**config.mk**
```make
export PLATFORM = sky130hd
export DESIGN_NAME = link_piso_serializer_flat
export DESIGN_NICKNAME = d
export VERILOG_FILES = /design/src/rtl/link_piso_serializer_if.sv /design/src/rtl/link_piso_serializer.sv /design/src/flat_wrapper.sv
export SDC_FILE = /design/constraint.sdc
export NUM_CORES = 1
export LEC_CHECK = 0
export BUFFER_PORTS_ARGS = -buffer_cell sky130_fd_sc_hd__buf_2
export CORE_MARGIN = 3
export CORE_UTILIZATION = 43
export DETAILED_ROUTE_END_ITERATION = 8
export GPL_TIMING_DRIVEN = 0
export PLACE_DENSITY = 0.73
export SETUP_SLACK_MARGIN = 0.05
export SLEW_MARGIN = 20
export SYNTH_ARGS = -nofsm -noshare
export SYNTH_HDL_FRONTEND = slang
export SYNTH_SLANG_ARGS = --single-unit
```
**constraint.sdc**
```tcl
create_clock -name clk_i -period 1.9 [get_ports clk_i]
set_clock_uncertainty 0.05 [all_clocks]
set_input_delay 0.19 -clock clk_i [delete_from_list [all_inputs] [get_ports clk_i]]
set_output_delay 0.19 -clock clk_i [all_outputs]
set_load 0.01 [all_outputs]
```
**src/rtl/link_piso_serializer_if.sv**
```systemverilog
// Handshake bundle for link_piso_serializer.
// Wide-word input side uses ready/valid. Slice output side uses valid/yumi.
// Signal names keep the _i/_o suffixes as seen from the serializer.
interface link_piso_serializer_if #(
  parameter int width_p = 8,
  parameter int els_p   = 4
);
  logic                       valid_i;
  logic [els_p*width_p-1:0]   data_i;
  logic                       ready_and_o;
  logic                       valid_o;
  logic [width_p-1:0]         data_o;
  logic                       yumi_i;

  // Serializer side.
  modport slave (
    input  valid_i, data_i, yumi_i,
    output ready_and_o, valid_o, data_o
  );

  // Word producer / slice consumer side.
  modport master (
    output valid_i, data_i, yumi_i,
    input  ready_and_o, valid_o, data_o
  );
endinterface

```
**src/rtl/link_piso_serializer.sv**
```systemverilog
// link_piso_serializer: parallel-in/serial-out converter for the link upstream path.
// Captures one els_p*width_p word on a ready/valid handshake and emits it as
// els_p width_p-bit slices on a valid/yumi handshake. A new word can be taken in
// the same cycle the last slice is consumed, so back-to-back words leave no bubble.
// Optional macro LINK_PISO_CHECK_EN compiles in simulation-only protocol checks.
module link_piso_serializer #(
  parameter int width_p    = 8,
  parameter int els_p      = 4,
  parameter int hi_to_lo_p = 0
) (
  input logic                   clk_i,
  input logic                   reset_i,
  link_piso_serializer_if.slave link
);

  localparam int cnt_w_lp = (els_p > 1) ? $clog2(els_p) : 1;
  localparam logic [cnt_w_lp-1:0] cnt_last_lp = cnt_w_lp'(els_p - 1);

  typedef enum logic {
    ST_IDLE = 1'b0,
    ST_BUSY = 1'b1
  } state_e;

  state_e                          state_r, state_n;
  logic [cnt_w_lp-1:0]             cnt_r, cnt_n;
  logic [els_p-1:0][width_p-1:0]   data_r;

  logic busy_r;
  logic last;
  logic ready;
  logic accept;
  logic consume;

  assign busy_r  = (state_r == ST_BUSY);
  // With els_p=1 cnt_r never leaves 0, so last is constantly 1.
  assign last    = (cnt_r == cnt_last_lp);
  // yumi_i while idle is illegal and must not disturb state, hence the busy_r gate.
  assign consume = busy_r & link.yumi_i;
  // Combinational yumi_i -> ready path lets the next word refill as the last slice leaves.
  assign ready   = ~busy_r | (last & link.yumi_i);
  assign accept  = link.valid_i & ready;

  assign link.ready_and_o = ready;
  assign link.valid_o     = busy_r;

  // Slice select: slice order depends on hi_to_lo_p.
  if (els_p == 1) begin : g_single
    assign link.data_o = data_r[0];
  end else begin : g_multi
    logic [cnt_w_lp-1:0] sel;
    assign sel         = (hi_to_lo_p != 0) ? (cnt_last_lp - cnt_r) : cnt_r;
    assign link.data_o = data_r[sel];
  end

  // Next-state: advance on consume, wrap on last, accept overrides with a fresh word.
  // NOTE: every output of a combinational block gets a default first; any path that
  // leaves one unassigned would infer a latch.
  always_comb begin
    state_n = state_r;
    cnt_n   = cnt_r;
    if (consume) begin
      if (last) begin
        state_n = ST_IDLE;
        cnt_n   = '0;
      end else begin
        cnt_n   = cnt_r + 1'b1;
      end
    end
    if (accept) begin
      state_n = ST_BUSY;
      cnt_n   = '0;
    end
  end

  // State register: synchronous reset discards any partially sent word.
  // NOTE: sequential state uses non-blocking assignments so every register samples
  // pre-edge values regardless of statement or process order.
  always_ff @(posedge clk_i) begin
    if (reset_i) begin
      state_r <= ST_IDLE;
      cnt_r   <= '0;
    end else begin
      state_r <= state_n;
      cnt_r   <= cnt_n;
    end
  end

  // Word capture on an accepting cycle.
  // NOTE: the data holding register is deliberately not reset; it is only read while
  // busy, and busy is only set by a capture, so reset adds fanout for no benefit.
  always_ff @(posedge clk_i) begin
    if (accept) begin
      data_r <= link.data_i;
    end
  end

`ifdef LINK_PISO_CHECK_EN
  if (width_p < 1 || els_p < 1) begin : g_param_err
    $error("link_piso_serializer: width_p and els_p must both be >= 1");
  end

  // Protocol and counter-range checks, suppressed while reset is applied.
  always_ff @(posedge clk_i) begin
    if (!reset_i) begin
      if (link.yumi_i && !link.valid_o) begin
        $error("link_piso_serializer: yumi_i asserted while valid_o is low");
      end
      if (int'(cnt_r) >= els_p) begin
        $error("link_piso_serializer: slice counter out of range (%0d)", cnt_r);
      end
    end
  end
`endif

endmodule

```
**src/flat_wrapper.sv**
```systemverilog
// flat-port wrapper written by rule: the top's interface ports become plain ports
module link_piso_serializer_flat 
#(
  parameter int width_p    = 8,
  parameter int els_p      = 4,
  parameter int hi_to_lo_p = 0
)
  (clk_i, reset_i, link_valid_i, link_data_i, link_yumi_i, link_ready_and_o, link_valid_o, link_data_o);
  link_piso_serializer_if #(.width_p(width_p), .els_p(els_p)) link_i ();
  input logic clk_i;
  input logic reset_i;
  input wire logic [$bits(link_i.valid_i)-1:0] link_valid_i;
  input wire logic [$bits(link_i.data_i)-1:0] link_data_i;
  input wire logic [$bits(link_i.yumi_i)-1:0] link_yumi_i;
  output wire logic [$bits(link_i.ready_and_o)-1:0] link_ready_and_o;
  output wire logic [$bits(link_i.valid_o)-1:0] link_valid_o;
  output wire logic [$bits(link_i.data_o)-1:0] link_data_o;
  assign link_i.valid_i = link_valid_i;
  assign link_i.data_i = link_data_i;
  assign link_i.yumi_i = link_yumi_i;
  assign link_ready_and_o = link_i.ready_and_o;
  assign link_valid_o = link_i.valid_o;
  assign link_data_o = link_i.data_o;
  link_piso_serializer #(.width_p(width_p), .els_p(els_p), .hi_to_lo_p(hi_to_lo_p)) u_core (.clk_i(clk_i), .reset_i(reset_i), .link(link_i));
endmodule
```
* Word-level counts from Yosys, hierarchy flattened *
Index checks and enable logic that the tools add are counted.

word-level totals
  bits in registers = 35
  logic and storage cells = 24

operators by class
  muxes and demuxes = 6
  add/sub/neg operators = 1
  reduce and logical (&&, ||, !) cells = 4
  equality and inequality tests = 1
  magnitude comparators = 1
  bitwise operators = 5

operators with widths
  operator                                                              count
  8-bit binary-select mux with 2-bit select                             1
  8-bit 2-to-1 mux                                                      1
  2-bit nonzero test                                                    2
  1-bit bitwise AND                                                     3
  2-bit by 3-bit < comparator with 1-bit output, second input constant  1
  1-bit 2-to-1 mux                                                      3
  2-bit by 1-bit adder with 2-bit output, second input constant         1
  2-bit == test, second input constant                                  1
  2-bit 2-to-1 mux                                                      1
  2-bit AND reduction                                                   1
  2-bit OR reduction                                                    1
  1-bit NOT                                                             1
  1-bit OR                                                              1

* Longest topological paths before layout *
Gate-level depths: netlist of run 1.

  word-level depth = 6
  depth in mapped cells = 3
  gate-level depth less buffers = 3

* Worst setup path before layout of run 1 *
OpenSTA, ideal clock, no wires.

  path type = register -> register
  start = reg u_core.cnt_r[0]
  end = reg u_core.data_r[0] (netlist bit), enable pin
  data required time = 1.458 ns
  setup slack = -0.032 ns
  cell stages (with the launch flop) = 4
  data arrival time = 1.490 ns
  setup time = 0.392 ns
  clock period less this slack = 1.932 ns
  path buffers = 0
  path through = dfxtp_1 -> ha_1 -> a21bo_2 -> and2_1

on the way
  longest elaborated chain between the ends = 4

RTL lines
  what                        line                        RTL
  start, declared             link_piso_serializer.sv:25  logic [cnt_w_lp-1:0] cnt_r, cnt_n;
  start signal, assigned      link_piso_serializer.sv:84  cnt_r <= cnt_n;
  2-bit == test               link_piso_serializer.sv:36  assign last = (cnt_r == cnt_last_lp);
  1-bit bitwise AND           link_piso_serializer.sv:40  assign ready = ~busy_r | (last & link.yumi_i);
  1-bit OR                    link_piso_serializer.sv:40
  named net link_ready_and_o  flat_wrapper.sv:15          output wire logic [$bits(link_i.ready_and_o)-1:0] link_ready_and_o;
  1-bit bitwise AND           link_piso_serializer.sv:41  assign accept = link.valid_i & ready;
  named net u_core.accept     link_piso_serializer.sv:31  logic accept;
  end signal, assigned        link_piso_serializer.sv:93  data_r <= link.data_i;
  end, declared               link_piso_serializer.sv:26  logic [els_p-1:0][width_p-1:0] data_r;

The timed path passes the listed nets, and every way through them passes these cells.
A chain may end at the register's enable or synchronous reset.

* Final worst setup path of run 1 *
  start = reg u_core.cnt_r[0]
  end = out link_data_o[6]

on the way
  longest elaborated chain between the ends = 2

RTL lines
  what                                       line                        RTL
  8-bit binary-select mux with 2-bit select  link_piso_serializer.sv:52  assign link.data_o = data_r[sel];
  8-bit 2-to-1 mux (not written as such)     link_piso_serializer.sv:52
  end, declared                              flat_wrapper.sv:17          output wire logic [$bits(link_i.data_o)-1:0] link_data_o;

No other way between the ends. The select of a mux whose other input is x is not followed.

==> results of run 1 <==
through the flow:
step,cells,hold slack [ns]
6_report,174,0.0594
5_1_grt,174,0.0498
3_5_place_dp,133,0.318
2_1_floorplan,57,0.209
4_1_cts,174,0.0243
3_3_place_gp,133,0.316
Yosys cell counts:
cell | count | area share [%]
edfxtp_1 | 32 | 72
mux4_1 | 5 | 9.9
dfxtp_1 | 3 | 4.5
mux4_2 | 3 | 5.1
a21bo_2 | 2 | 1.5
a21oi_1 | 1 | 0.37
a221oi_1 | 1 | 0.66
a31oi_1 | 1 | 0.47
and2_1 | 1 | 0.47
buf_4 | 1 | 0.56
buf_6 | 1 | 0.84
ha_1 | 1 | 0.94
inv_1 | 1 | 0.28
nand3_1 | 1 | 0.37
nand3b_1 | 1 | 0.56
nand4bb_1 | 1 | 0.84
or3b_1 | 1 | 0.66
cell families after synthesis:
| group | share of synthesized area, % |
|---|---|
| muxes | 14.9 |
| buffers and inverters | 1.69 |
| DFF | 76.5 |
| adders and majority gates | 0.938 |
| AOI/OAI and AO/OA | 3.00 |
| and+or+nand+nor | 2.91 |
registers in the layout (all words and copies together) (netlist names):
signal	cells
u_core.link.valid_o	1
u_core.data_r	32
u_core.cnt_r	2
power by group through the flow:
stage          sequential (W)  combinational (W)  clock [W]
6_report             0.000900           0.000177   0.000509
4_1_cts              0.000901           0.000175   0.000519
2_1_floorplan        0.000914          0.0000594          0
3_3_place_gp         0.000915           0.000118          0
3_5_place_dp         0.000918           0.000121          0
5_1_grt              0.000905           0.000193   0.000556
layer usage:
layer	vias up	part of all wire, %	GRT usage, %
met2	33	52	28.1
li1	417	-	-
met5	-	0	0
met3	4	6.1	7.02
met4	0	1.4	6.36
met1	410	40	17.7
layout make-up:
cell class              instances  area (sq um)
repair buffers                 79           563
fillers                       190           838
plain buffers                   2          18.8
clock inverters                 2          37.5
inverters                       1          3.75
clock buffers                   5          37.5
well taps                      31          38.8
multi-input cells              19           293
flip-flops and latches         35          1020
worst max-delay path: stages, from the launching register on:
cell,delay (ns)
dfxtp_2,0.38
buf_6,0.14
mux4_1,0.55
buf_2,0.16
timing repair:
action	in CTS	in global routing
endpoints found under the setup margin	5	12
cloned	1	0
hold endpoints to repair	35	0
hold buffers	33	0
gates resized for setup	2	1
worst paths after layout:
path,slack (ns),cells after the start,end,startpoint
setup / recovery,0.10,3,link_data_o[6],u_core.cnt_r[0]$_SDFFE_PP0P_
hold reg to reg,0.52,2,u_core.cnt_r[0]$_SDFFE_PP0P_,u_core.link.valid_o$_SDFFE_PP0P_
hold / removal,0.06,2,u_core.cnt_r[1]$_SDFFE_PP0P_,link_valid_i
setup reg to reg,0.37,3,u_core.data_r[0]$_DFFE_PP_,u_core.cnt_r[0]$_SDFFE_PP0P_
==> metrics.yaml, run 1 <==
run_status:
  outcome: "finished, final reports clean"
floorplan:
  die_h_um: 61.7
  start_util_pct: 46.8
  dieArea_sq_um: 3810
  io_pins: 46
  die_w_um: 61.7
  core_sq_um: 2850
  num_rows: 19
routing:
  wl_um: 2660
  dr.pass1.iters: 3
  drc_errors: 0
  antenna_left: 0
  via_count: 864
  viasPerCell: 4.97
  drt_iter0_markers: 25
  wl_per_cell_um: 15.3
finish:
  drive_gt1_share_pct: 43.4
  fin_util_pct: 70.6
  stdcell_area_sq_um: 2010
  layout_common_cells: "45 x buf_2, 33 x dlygate4sd3_1, 32 x edfxtp_1"
  antenna_cells: 0
  final_common_cell: "buf_2"
  area_growth_pct: 51.0
  nets: 180
yosys:
  ys_seq_area_share_pct: 76.5
  syn-num-nets: 94
  postSynthCellCount: 57
  yosysWarnings: 0
  yosys_register_bits: 35
  synthesis.area_sq_um: 1330
  ys_types: 17
  syn_area_per_cell_sq_um: 23.4
global_routing:
  grt_pass1_wl_um: 4140
  grt_max_degree: 33
  grt-ovfl-total: 0
  track_usage_pct: 16.3
  antenna_found_initial: 0
  grt_pass1_vias: 943
pwr:
  p_per_area_nw_per_um2: 788
  p_comb_share_pct: 11.2
  clkPwrFrac_pct: 32.1
  power_frac_seq_pct: 56.8
  finalPower_w: 0.00159
  p_int_w: 0.00127
  swShare_pct: 20.0
  leakagePower_nw: 0.794
  p_switching_w: 0.000317
  vdd_drop_max_mv: 0.660
sta:
  tightest_slew_ns: 0.416
  fin_ws_ns: 0.100
  fin_tns_setup_ns: 0
  rsz0062_at_grt: "yes"
  period_needed_ns: 1.80
  timing.fmax_mhz: 556
  slew_viol_final: 0
  max_slew_margin_pct: 72.3
  setup_viol: 0
  hold_viol: 0
  min_period_over_period_pct: 94.7
critical_path:
  worstPathRequired_ns: 1.66
  start_kind: "flip-flop"
  endpoint_kind: "output port"
  critPathKind: "reg2out"
  crit_fanout: 5
  critPathArrivalTime_ns: 1.56
clocking:
  clk_latency_ns: 0.33
  cts-root-buf: "clkbuf_4"
  cts_setup_buffers: 0
  cts_tree: "done"
  clock-sinks: 35
  cts_buffer_depth: 2
  cts_made_buffers: 5
  clkTransAtPathRegs_ns: 0.10
  ctsHtreeMaxLevel: 2
placed_design:
  post-place-ws_ns: 0.151
  dpl.hpwl_um: 1470
  placed_area_sq_um: 1600
  portBuffers: 45
  gp_congestion: 0.573
hold_path:
  hold_class: "in2reg"
flow_run:
  cap_violations: 0
(Power assumes the default switching activity.)
==> run 2, diff against run 1 <==
CORE_ASPECT_RATIO = 1.25   (was unset)
==> run 2 against run 1 <==
Via count decreased by 2.1%; worst hold slack worse by 0.011 ns; power down 9.4%; largest cell class unchanged; fmax is 0.56% higher; critical endpoint is now link_data_o[3]; flip-flop and latch count stayed put; first-iteration DRC count shrank 44%; critical path type unchanged; non-clock buffer count unchanged.
==> metrics.yaml, run 2 (same netlist as run 1, synthesis figures left out) <==
run_status:
  outcome: "finished, final reports clean"
sta:
  fin_tns_setup_ns: 0
  max_slew_margin_pct: 73.6
  min_period_over_period_pct: 94.2
  tightest_slew_ns: 0.396
  setup_viol: 0
  hold_viol: 0
  period_needed_ns: 1.79
  slew_viol_final: 0
  rsz0062_at_grt: "no"
  timing.fmax_mhz: 559
finish:
  largest_register_ffs: 32
  largest_register: "u_core.data_r"
  fin_util_pct: 70.9
  layout_common_cells: "45 x buf_2, 33 x dlygate4sd3_1, 32 x edfxtp_1"
  drive_gt1_share_pct: 41.7
  area_growth_pct: 49.5
  antenna_cells: 0
  stdcell_area_sq_um: 1990
  final_common_cell: "buf_2"
  nets: 180
global_routing:
  grt_pass1_wl_um: 4130
  grt_max_degree: 33
  grt-ovfl-total: 0
  grt_pass1_vias: 946
  antenna_found_initial: 0
  track_usage_pct: 15.2
pwr:
  vdd_drop_max_mv: 0.656
  finalPower_w: 0.00144
  swShare_pct: 20.2
  p_int_w: 0.00115
  leakagePower_nw: 0.783
  power_frac_seq_pct: 62.6
  p_comb_share_pct: 12.2
  clkPwrFrac_pct: 25.1
  p_switching_w: 0.000291
  p_per_area_nw_per_um2: 720
routing:
  viasPerCell: 4.75
  dr.pass1.iters: 4
  drc_errors: 0
  drt_iter0_markers: 14
  wl_per_cell_um: 14.7
  wl_um: 2610
  via_count: 846
  antenna_left: 0
critical_path:
  crit_fanout: 5
  worstPathRequired_ns: 1.66
  endpoint_kind: "output port"
  critPathKind: "reg2out"
  critPathArrivalTime_ns: 1.55
  start_kind: "flip-flop"
floorplan:
  io_pins: 46
  dieArea_sq_um: 3810
  core_sq_um: 2810
  start_util_pct: 47.4
  num_rows: 21
  die_w_um: 55.8
  die_h_um: 68.3
clocking:
  cts-root-buf: "clkbuf_4"
  clock-sinks: 35
  clk_latency_ns: 0.32
  cts_tree: "done"
  clkTransAtPathRegs_ns: 0.09
  cts_setup_buffers: 0
  cts_made_buffers: 5
  cts_buffer_depth: 2
  ctsHtreeMaxLevel: 2
placed_design:
  placed_area_sq_um: 1600
  dpl.hpwl_um: 1510
  portBuffers: 45
  gp_congestion: 0.713
hold_path:
  hold_class: "in2reg"
flow_run:
  cap_violations: 0
-- run 2: through the flow --
step	cells	hold WS [ns]	setup slack [ns]
after floorplan	57	0.209	0.300
after global placement	136	0.317	0.213
after detailed placement	136	0.318	0.151
after CTS	178	0.0181	0.0297
after global routing	178	0.0492	0.0526
final	178	0.0488	0.110
-- run 2: path summary, 6_finish.rpt --
kind                                    start                           end  slack, ns  cells past startpoint
max              u_core.cnt_r[0]$_SDFFE_PP0P_                link_data_o[3]       0.11                      3
max reg2reg      u_core.cnt_r[0]$_SDFFE_PP0P_   u_core.data_r[20]$_DFFE_PP_       0.39                      3
min                              link_valid_i  u_core.cnt_r[1]$_SDFFE_PP0P_       0.05                      2
min reg2reg  u_core.link.valid_o$_SDFFE_PP0P_  u_core.cnt_r[1]$_SDFFE_PP0P_       0.51                      2
-- run 2: per-layer routing --
metal	track usage (%)	wire length [um]	vias up	share of wire (%)
li1	-	-	417	-
met1	13.0	829	394	32
met2	30.3	1570	27	60
met3	6.04	150	8	5.7
met4	7.72	61	0	2.3
met5	0	0	-	0
-- run 2: critical path: stages, from the launching register on --
cell and delay [ns]:
dfxtp_4 0.37, buf_6 0.13, mux4_1 0.56, buf_2 0.17
-- run 2: power groups by stage --
| stage | Sequential, W | Clock (W) | Combinational [W] |
|---|---|---|---|
| after floorplan | 0.000914 | 0 | 0.0000594 |
| after global placement | 0.000914 | 0 | 0.000117 |
| after detailed placement | 0.000918 | 0 | 0.000121 |
| after CTS | 0.000900 | 0.000378 | 0.000173 |
| after global routing | 0.000904 | 0.000419 | 0.000190 |
| final | 0.000899 | 0.000361 | 0.000176 |
-- run 2: layout make-up --
| type | instances | area [sq um] |
|---|---|---|
| plain buffers | 2 | 18.8 |
| repair buffers | 79 | 563 |
| well taps | 34 | 42.5 |
| fillers | 168 | 817 |
| clock buffers | 8 | 48.8 |
| inverters | 1 | 3.75 |
| multi-input cells | 19 | 293 |
| flip-flops and latches | 35 | 1020 |
-- run 2: repair_timing --
item / CTS / global route
endpoints found under the hold margin: 35 / 0
endpoints found under the setup margin: 5 / 40
gates cloned: 1 / 0
hold buffers: 33 / 0
resized for setup: 0 / 4
